**src/rtl/wb_pkg.sv**
```systemverilog
// Shared write-back definitions: select/size encodings, buffer states and the buffered entry.
package wb_pkg;

    localparam logic [1:0] WSEL_RES  = 2'b00;
    localparam logic [1:0] WSEL_LOAD = 2'b01;
    localparam logic [1:0] WSEL_PC4  = 2'b10;
    localparam logic [1:0] WSEL_SLT  = 2'b11;

    localparam logic [1:0] WHB_B = 2'b00;
    localparam logic [1:0] WHB_H = 2'b01;
    localparam logic [1:0] WHB_W = 2'b10;
    localparam logic [1:0] WHB_D = 2'b11;

    // Entry fields are sized for the widest legal configuration; narrower builds use the low bits.
    localparam int WB_XLEN_MAX = 64;
    localparam int WB_RAW_MAX  = 8;

    typedef struct packed {
        logic [WB_RAW_MAX-1:0]  rd;
        logic                   we;
        logic [WB_XLEN_MAX-1:0] data;
    } wb_entry_t;

    typedef enum logic [1:0] {
        ST_EMPTY = 2'b00,
        ST_ONE   = 2'b01,
        ST_FULL  = 2'b10
    } wb_state_e;

endpackage

```
**src/rtl/wb_load_fmt.sv**
```systemverilog
// Load formatter: extracts the byte/half/word/double lane at the load offset and sign/zero-extends it.
// Latency: combinational. Backpressure: none (pure function of its inputs).
// A double request on a 32-bit datapath yields the full word.
module wb_load_fmt
    import wb_pkg::*;
#(
    parameter int XLEN = 32
) (
    input  logic [XLEN-1:0] read_data,
    input  logic [2:0]      offset,
    input  logic [1:0]      whb,
    input  logic            su,
    output logic [XLEN-1:0] load_data
);

    localparam int LW = $clog2(XLEN);

    logic [2:0]      eff_off;
    logic [5:0]      shamt;
    logic [XLEN-1:0] shifted;
    logic [LW-1:0]   msb;
    logic            ext_bit;
    logic            unused_off_hi;

    assign unused_off_hi = offset[2];
    assign eff_off = (XLEN == 32) ? {1'b0, offset[1:0]} : offset;
    assign shamt   = {eff_off, 3'b000};
    assign shifted = read_data >> shamt;

    always_comb begin
        msb = LW'(XLEN - 1);
        case (whb)
            WHB_B:   msb = LW'(7);
            WHB_H:   msb = LW'(15);
            WHB_W:   msb = LW'(31);
            default: msb = LW'(XLEN - 1);
        endcase
    end

    assign ext_bit = su & shifted[msb];

    always_comb begin
        load_data = '0;
        for (int i = 0; i < XLEN; i++) begin
            load_data[i] = (i > int'(msb)) ? ext_bit : shifted[i];
        end
    end

endmodule

```
**src/rtl/wb_stage.sv**
```systemverilog
// Registered write-back stage with a 2-entry skid buffer feeding the register-file write port.
// Latency: 1 cycle from accept to rf_* when EMPTY or draining. Backpressure: in_ready = state != FULL, no rf_ready path.
// WB_RETIRE_CNT_EN adds a 64-bit retire_cnt output counting every drain.
module wb_stage
    import wb_pkg::*;
#(
    parameter int XLEN = 32,
    parameter int RAW  = 5
) (
`ifdef WB_RETIRE_CNT_EN
    output logic [63:0]     retire_cnt,
`endif
    input  logic            clk,
    input  logic            rst,
    input  logic            flush,
    input  logic            in_valid,
    output logic            in_ready,
    input  logic [RAW-1:0]  in_rd,
    input  logic            in_we,
    input  logic [1:0]      in_wsel,
    input  logic [XLEN-1:0] in_result,
    input  logic [XLEN-1:0] in_read_data,
    input  logic [2:0]      in_offset,
    input  logic [XLEN-1:0] in_pc4,
    input  logic            in_su,
    input  logic [1:0]      in_whb,
    input  logic            in_lt,
    input  logic            in_ltu,
    input  logic            in_slt_u,
    output logic            rf_valid,
    input  logic            rf_ready,
    output logic [RAW-1:0]  rf_waddr,
    output logic [XLEN-1:0] rf_wdata,
    output logic            rf_we
);

    wb_state_e       state_q, state_d;
    wb_entry_t       in_entry, out_q, skid_q;
    logic [XLEN-1:0] load_data, wdata;
    logic            accept, drain;
    logic            load_out, load_skid, out_from_skid;
    logic            unused_entry_bits;

    wb_load_fmt #(.XLEN(XLEN)) u_load_fmt (
        .read_data (in_read_data),
        .offset    (in_offset),
        .whb       (in_whb),
        .su        (in_su),
        .load_data (load_data)
    );

    always_comb begin
        wdata = in_result;
        case (in_wsel)
            WSEL_LOAD: wdata = load_data;
            WSEL_PC4:  wdata = in_pc4;
            WSEL_SLT: begin
                wdata    = '0;
                wdata[0] = in_slt_u ? in_ltu : in_lt;
            end
            default:   wdata = in_result;
        endcase
        in_entry                = '0;
        in_entry.rd[RAW-1:0]    = in_rd;
        in_entry.we             = in_we;
        in_entry.data[XLEN-1:0] = wdata;
    end

    assign in_ready = (state_q != ST_FULL);
    assign rf_valid = (state_q != ST_EMPTY);
    assign accept   = in_valid & in_ready;
    assign drain    = rf_valid & rf_ready;

    always_ff @(posedge clk or posedge rst) begin
        if (rst) state_q <= ST_EMPTY;
        else     state_q <= state_d;
    end

    always_comb begin
        state_d       = state_q;
        load_out      = 1'b0;
        load_skid     = 1'b0;
        out_from_skid = 1'b0;
        case (state_q)
            ST_EMPTY: if (accept) begin
                state_d  = ST_ONE;
                load_out = 1'b1;
            end
            ST_ONE: begin
                if (accept && !drain) begin
                    state_d   = ST_FULL;
                    load_skid = 1'b1;
                end else if (accept) begin
                    load_out = 1'b1;
                end else if (drain) begin
                    state_d = ST_EMPTY;
                end
            end
            ST_FULL: if (drain) begin
                state_d       = ST_ONE;
                out_from_skid = 1'b1;
            end
            default: state_d = ST_EMPTY;
        endcase
        // Flush overrides any accept/drain in the same cycle.
        if (flush) begin
            state_d       = ST_EMPTY;
            load_out      = 1'b0;
            load_skid     = 1'b0;
            out_from_skid = 1'b0;
        end
    end

    always_ff @(posedge clk or posedge rst) begin
        if (rst) begin
            out_q  <= '0;
            skid_q <= '0;
        end else begin
            if (load_out)           out_q <= in_entry;
            else if (out_from_skid) out_q <= skid_q;
            if (load_skid)          skid_q <= in_entry;
        end
    end

    assign rf_waddr = out_q.rd[RAW-1:0];
    assign rf_wdata = out_q.data[XLEN-1:0];
    assign rf_we    = rf_valid & out_q.we & (out_q.rd[RAW-1:0] != '0);

    assign unused_entry_bits = ^{out_q, skid_q};

`ifdef WB_RETIRE_CNT_EN
    always_ff @(posedge clk or posedge rst) begin
        if (rst)                 retire_cnt <= '0;
        else if (drain && !flush) retire_cnt <= retire_cnt + 64'd1;
    end
`endif

endmodule

```
**config.mk**
```make
export PLATFORM = sky130hd
export DESIGN_NAME = wb_stage
export DESIGN_NICKNAME = d
export VERILOG_FILES = /design/src/rtl/wb_pkg.sv /design/src/rtl/wb_load_fmt.sv /design/src/rtl/wb_stage.sv
export SDC_FILE = /design/constraint.sdc
export NUM_CORES = 1
export LEC_CHECK = 0
export CAP_MARGIN = 20
export CORE_UTILIZATION = 52
export DETAILED_ROUTE_END_ITERATION = 8
export PLACE_DENSITY = 0.94
export SLEW_MARGIN = 20
export SYNTH_ARGS = -nofsm -noshare
export SYNTH_HDL_FRONTEND = slang
export SYNTH_SLANG_ARGS = --single-unit
```
**constraint.sdc**
```tcl
create_clock -name clk -period 5.7 [get_ports clk]
set_input_delay 1.14 -clock clk [delete_from_list [all_inputs] [get_ports clk]]
set_output_delay 1.14 -clock clk [all_outputs]
set_load 0.01 [all_outputs]
```
==> results by group <==
Status
  – Status: finished, final reports clean

Critical path
  – CP arrival: 3.61 ns
  – Reg2Reg Depth: 4
  – R2R Setup Slk: around 3.4 ns
  – Critical path type: primary input to register
  – Critical Path Fanout Max: 20
  – Worst setup SP type: primary input
  – Critical R2R Launch: state_q[0]
  – Crit path required time: 5.95 ns
  – Setup crit end kind: register
  – RR Endpoint: rf_wdata[17]

Finish
  – P&R area growth vs syn: 29.7%
  – Design area: 6720 um^2
  – Post-layout util: 0.691
  – Multi-input logic area: approximately 2700 um^2
  – Ratio of cells with drive above 1 in the final layout: 0.118
  – Nets: roughly 760
  – Diode count: 0
  – Filler cells: ~750
  – FF+latch area: 1950 um^2

Global route
  – Largest net degree at the start of global routing: 76
  – Vias in the first global route: roughly 4,500
  – Initial antenna violation count: 0
  – GRT Total Usage: 0.288
  – Total grt overflow: 0
  – First-pass GRT wire length: roughly 23 mm

Synthesis
  – Post-Synth XOR/XNOR Area: 0
  – Mux cell area share after synthesis: 0.130
  – Top post-synthesis cells by area: dfrtp_1, mux2i_1, buf_4
  – Yosys cell types: 53
  – Synth Area per Inst: between 9 and 10 um^2
  – Flops & latches, synth: 78
  – Post-synth top cells: nand2_1, dfrtp_1, nor2_1, buf_4, mux2i_1
  – Synth Flop Type: dfrtp_1
  – Biggest area consumer among synthesized cells: dfrtp_1
  – Combinational family with the most area after synthesis: compound AO/OA/AOI/OAI gates
  – Post-synth ARST share: 1.00
  – Mapped Area: roughly 5200 um^2
  – Top cell type's share of synthesized area: 0.377
  – Post-synth EDFFs: 0
  – YS warnings: 0
  – Synth Area in Adders: 0
  – Synth Net Count: ~660
  – Compound-cell area share of the yosys netlist: 0.255
  – Gate Count Post-Synth: 538
  – Simple-gate area share of the yosys netlist: 0.142
  – Count leader, synth: nand2_1
  – Sequential area share after synthesis: 0.377

Placement
  – Gpl congestion: slightly below 0.9
  – HPWL after DPL: approximately 11 mm
  – Post-place instance area: between 6000 and 7000 um^2
  – Port bufs: between 150 and 200

Clock network
  – Num CTS Buffers: 9
  – CTS Buffer Depth: 2
  – Hold-fix buffers at CTS: 0
  – CTS sink count: 78
  – Root Driver: clkbuf_8
  – CTS resizes: 0
  – H-tree levels: 3
  – Clock-pin slew on the worst setup and hold paths: 0.08 ns
  – Worst skew pair latency: approximately 0.35 ns
  – CTS tree: yes
  – Post-CTS setup buffer count: 0

Power
  – Clock share of power: 0.261
  – Switching share of power: 0.305
  – Max VDD drop: 0.000153 V
  – Pleak: roughly 2.8 nW
  – Seq pwr share: 0.427
  – Cell internal pwr: ~1.2 mW
  – Comb power frac: 0.312
  – PD cells: between 200 and 300 nW/um^2
  – Switching pwr: approximately 0.53 mW

STA
  – Final-report setup violation count: 0
  – Tcrit/Tclk final: 0.589
  – Final Slew Violations: 0
  – Worst-margin pin slew: around 1.1 ns
  – Hold slack: just under 0.5 ns
  – Final hold violations: 0
  – Relative slew slack: 0.264
  – Clock skew: between 0.006 and 0.007 ns
  – RSZ-0062 raised after global routing: no
  – Setup TNS: 0 ns
  – Final Critical Period: around 3.4 ns
  – Fmax: ~0.3 GHz

Hold path
  – HP Start: skid_q[8]
  – Hold Path Class: register to register
  – Hold path depth: 2
  – WHS Endpoint: skid_q[8]

Die
  – Chip Height: a little over 100 um
  – Die area: ~10,000 um^2
  – Die X-Extent: between 100 and 150 um
  – Site Rows: 36
  – Ports: between 150 and 200
  – Starting Density: 0.533
  – Core Region: approximately 10000 um^2

Route
  – DR iter-0 viols: 262
  – Pre-Repair DR Iteration Count: 5
  – Routed vias/inst: between 6 and 7
  – DRC Markers: 0
  – Vias after detailed routing: approximately 4,700
  – Antenna viol nets, final: 0
  – Routed wire length: 14.6 mm
  – Avg WL per Cell: about 19 um

Job
  – Max Cap Violations: 0
[cells in the final DEF, fill, tap and decap left out, drive strengths merged, types with 2 or more instances in the layout]
master         instances
clkdlybuf4s50        155
nand2                 79
dfrtp                 78
nor2                  52
mux2i                 39
a21oi                 35
o21ai                 22
a211oi                18
nor2b                 15
a22oi                 14
o31ai                 13
o22ai                 11
clkbuf                10
o221ai                10
buf                    9
mux2                   9
mux4                   8
a22o                   8
a21o                   7
o2bb2ai                7
a21boi                 6
nand2b                 5
a221oi                 4
clkinv                 4
nor3                   4
and2b                  2
bufinv                 2
inv                    2
o211a                  2
[stage by stage]
step	worst slack, ns	power [mW]	std cells
5_1_grt	2.27	1.82	775
3_3_place_gp	2.07	1.26	758
3_5_place_dp	1.99	1.29	758
6_report	2.34	1.74	775
2_1_floorplan	2.56	1.09	538
4_1_cts	2.36	1.74	774
[power by group through the flow]
stage                     sequential [mW]  combinational (mW)  clock (mW)
after global routing                0.754               0.588       0.479
final                               0.742               0.543       0.455
after detailed placement            0.752               0.537           0
after floorplan                     0.730               0.362           0
after CTS                           0.741               0.540       0.458
after global placement              0.742               0.516           0
[logic make-up after synthesis]
| family | count (synthesis) |
|---|---|
| multiplexers | 56 |
| AND/OR/NAND/NOR | 164 |
| AO/OA/AOI/OAI | 161 |
| buffers and inverters | 79 |
| flip-flops | 78 |
[registers in the layout (all words and copies together) (netlist names)]
name,count
out_q,1
rf_waddr,5
rf_wdata,32
skid_q,38
state_q,2
[layout make-up]
| type | count | share of cell area |
|---|---|---|
| flip-flops and latches | 78 | 0.290 |
| well taps | 133 | 0.0248 |
| multi-input cells | 381 | 0.409 |
| clock inverters | 6 | 0.0128 |
| clock buffers | 10 | 0.0190 |
| inverters | 3 | 0.00186 |
| repair buffers | 164 | 0.242 |
[how the worst max path moves through the flow]
stage            startpoint         end  slack, ns  cells after the start
6_report       in_offset[1]  skid_q[18]       2.34                      6
3_5_place_dp   in_offset[1]  skid_q[18]       1.99                      5
5_1_grt        in_offset[1]  skid_q[18]       2.27                      6
2_1_floorplan           rst   out_q[64]       2.56                      1
3_3_place_gp   in_offset[1]  skid_q[27]       2.07                      5
4_1_cts        in_offset[1]  skid_q[18]       2.36                      5
[critical path: stages]
cell             delay [ns]
clkdlybuf4s50_1        1.12
mux2i_1                0.26
o221ai_2               0.21
buf_4                  0.36
a21oi_1                0.18
o31ai_1                0.31
[metal layers]
| metal | up-vias | track usage | share of wire |
|---|---|---|---|
| li1 | 2110 | - | - |
| met1 | 2310 | 0.349 | 0.38 |
| met2 | 236 | 0.503 | 0.52 |
| met3 | 42 | 0.0438 | 0.070 |
| met4 | 0 | 0.140 | 0.030 |
| met5 | - | 0 | 0 |
(Power assumes the default switching activity.)
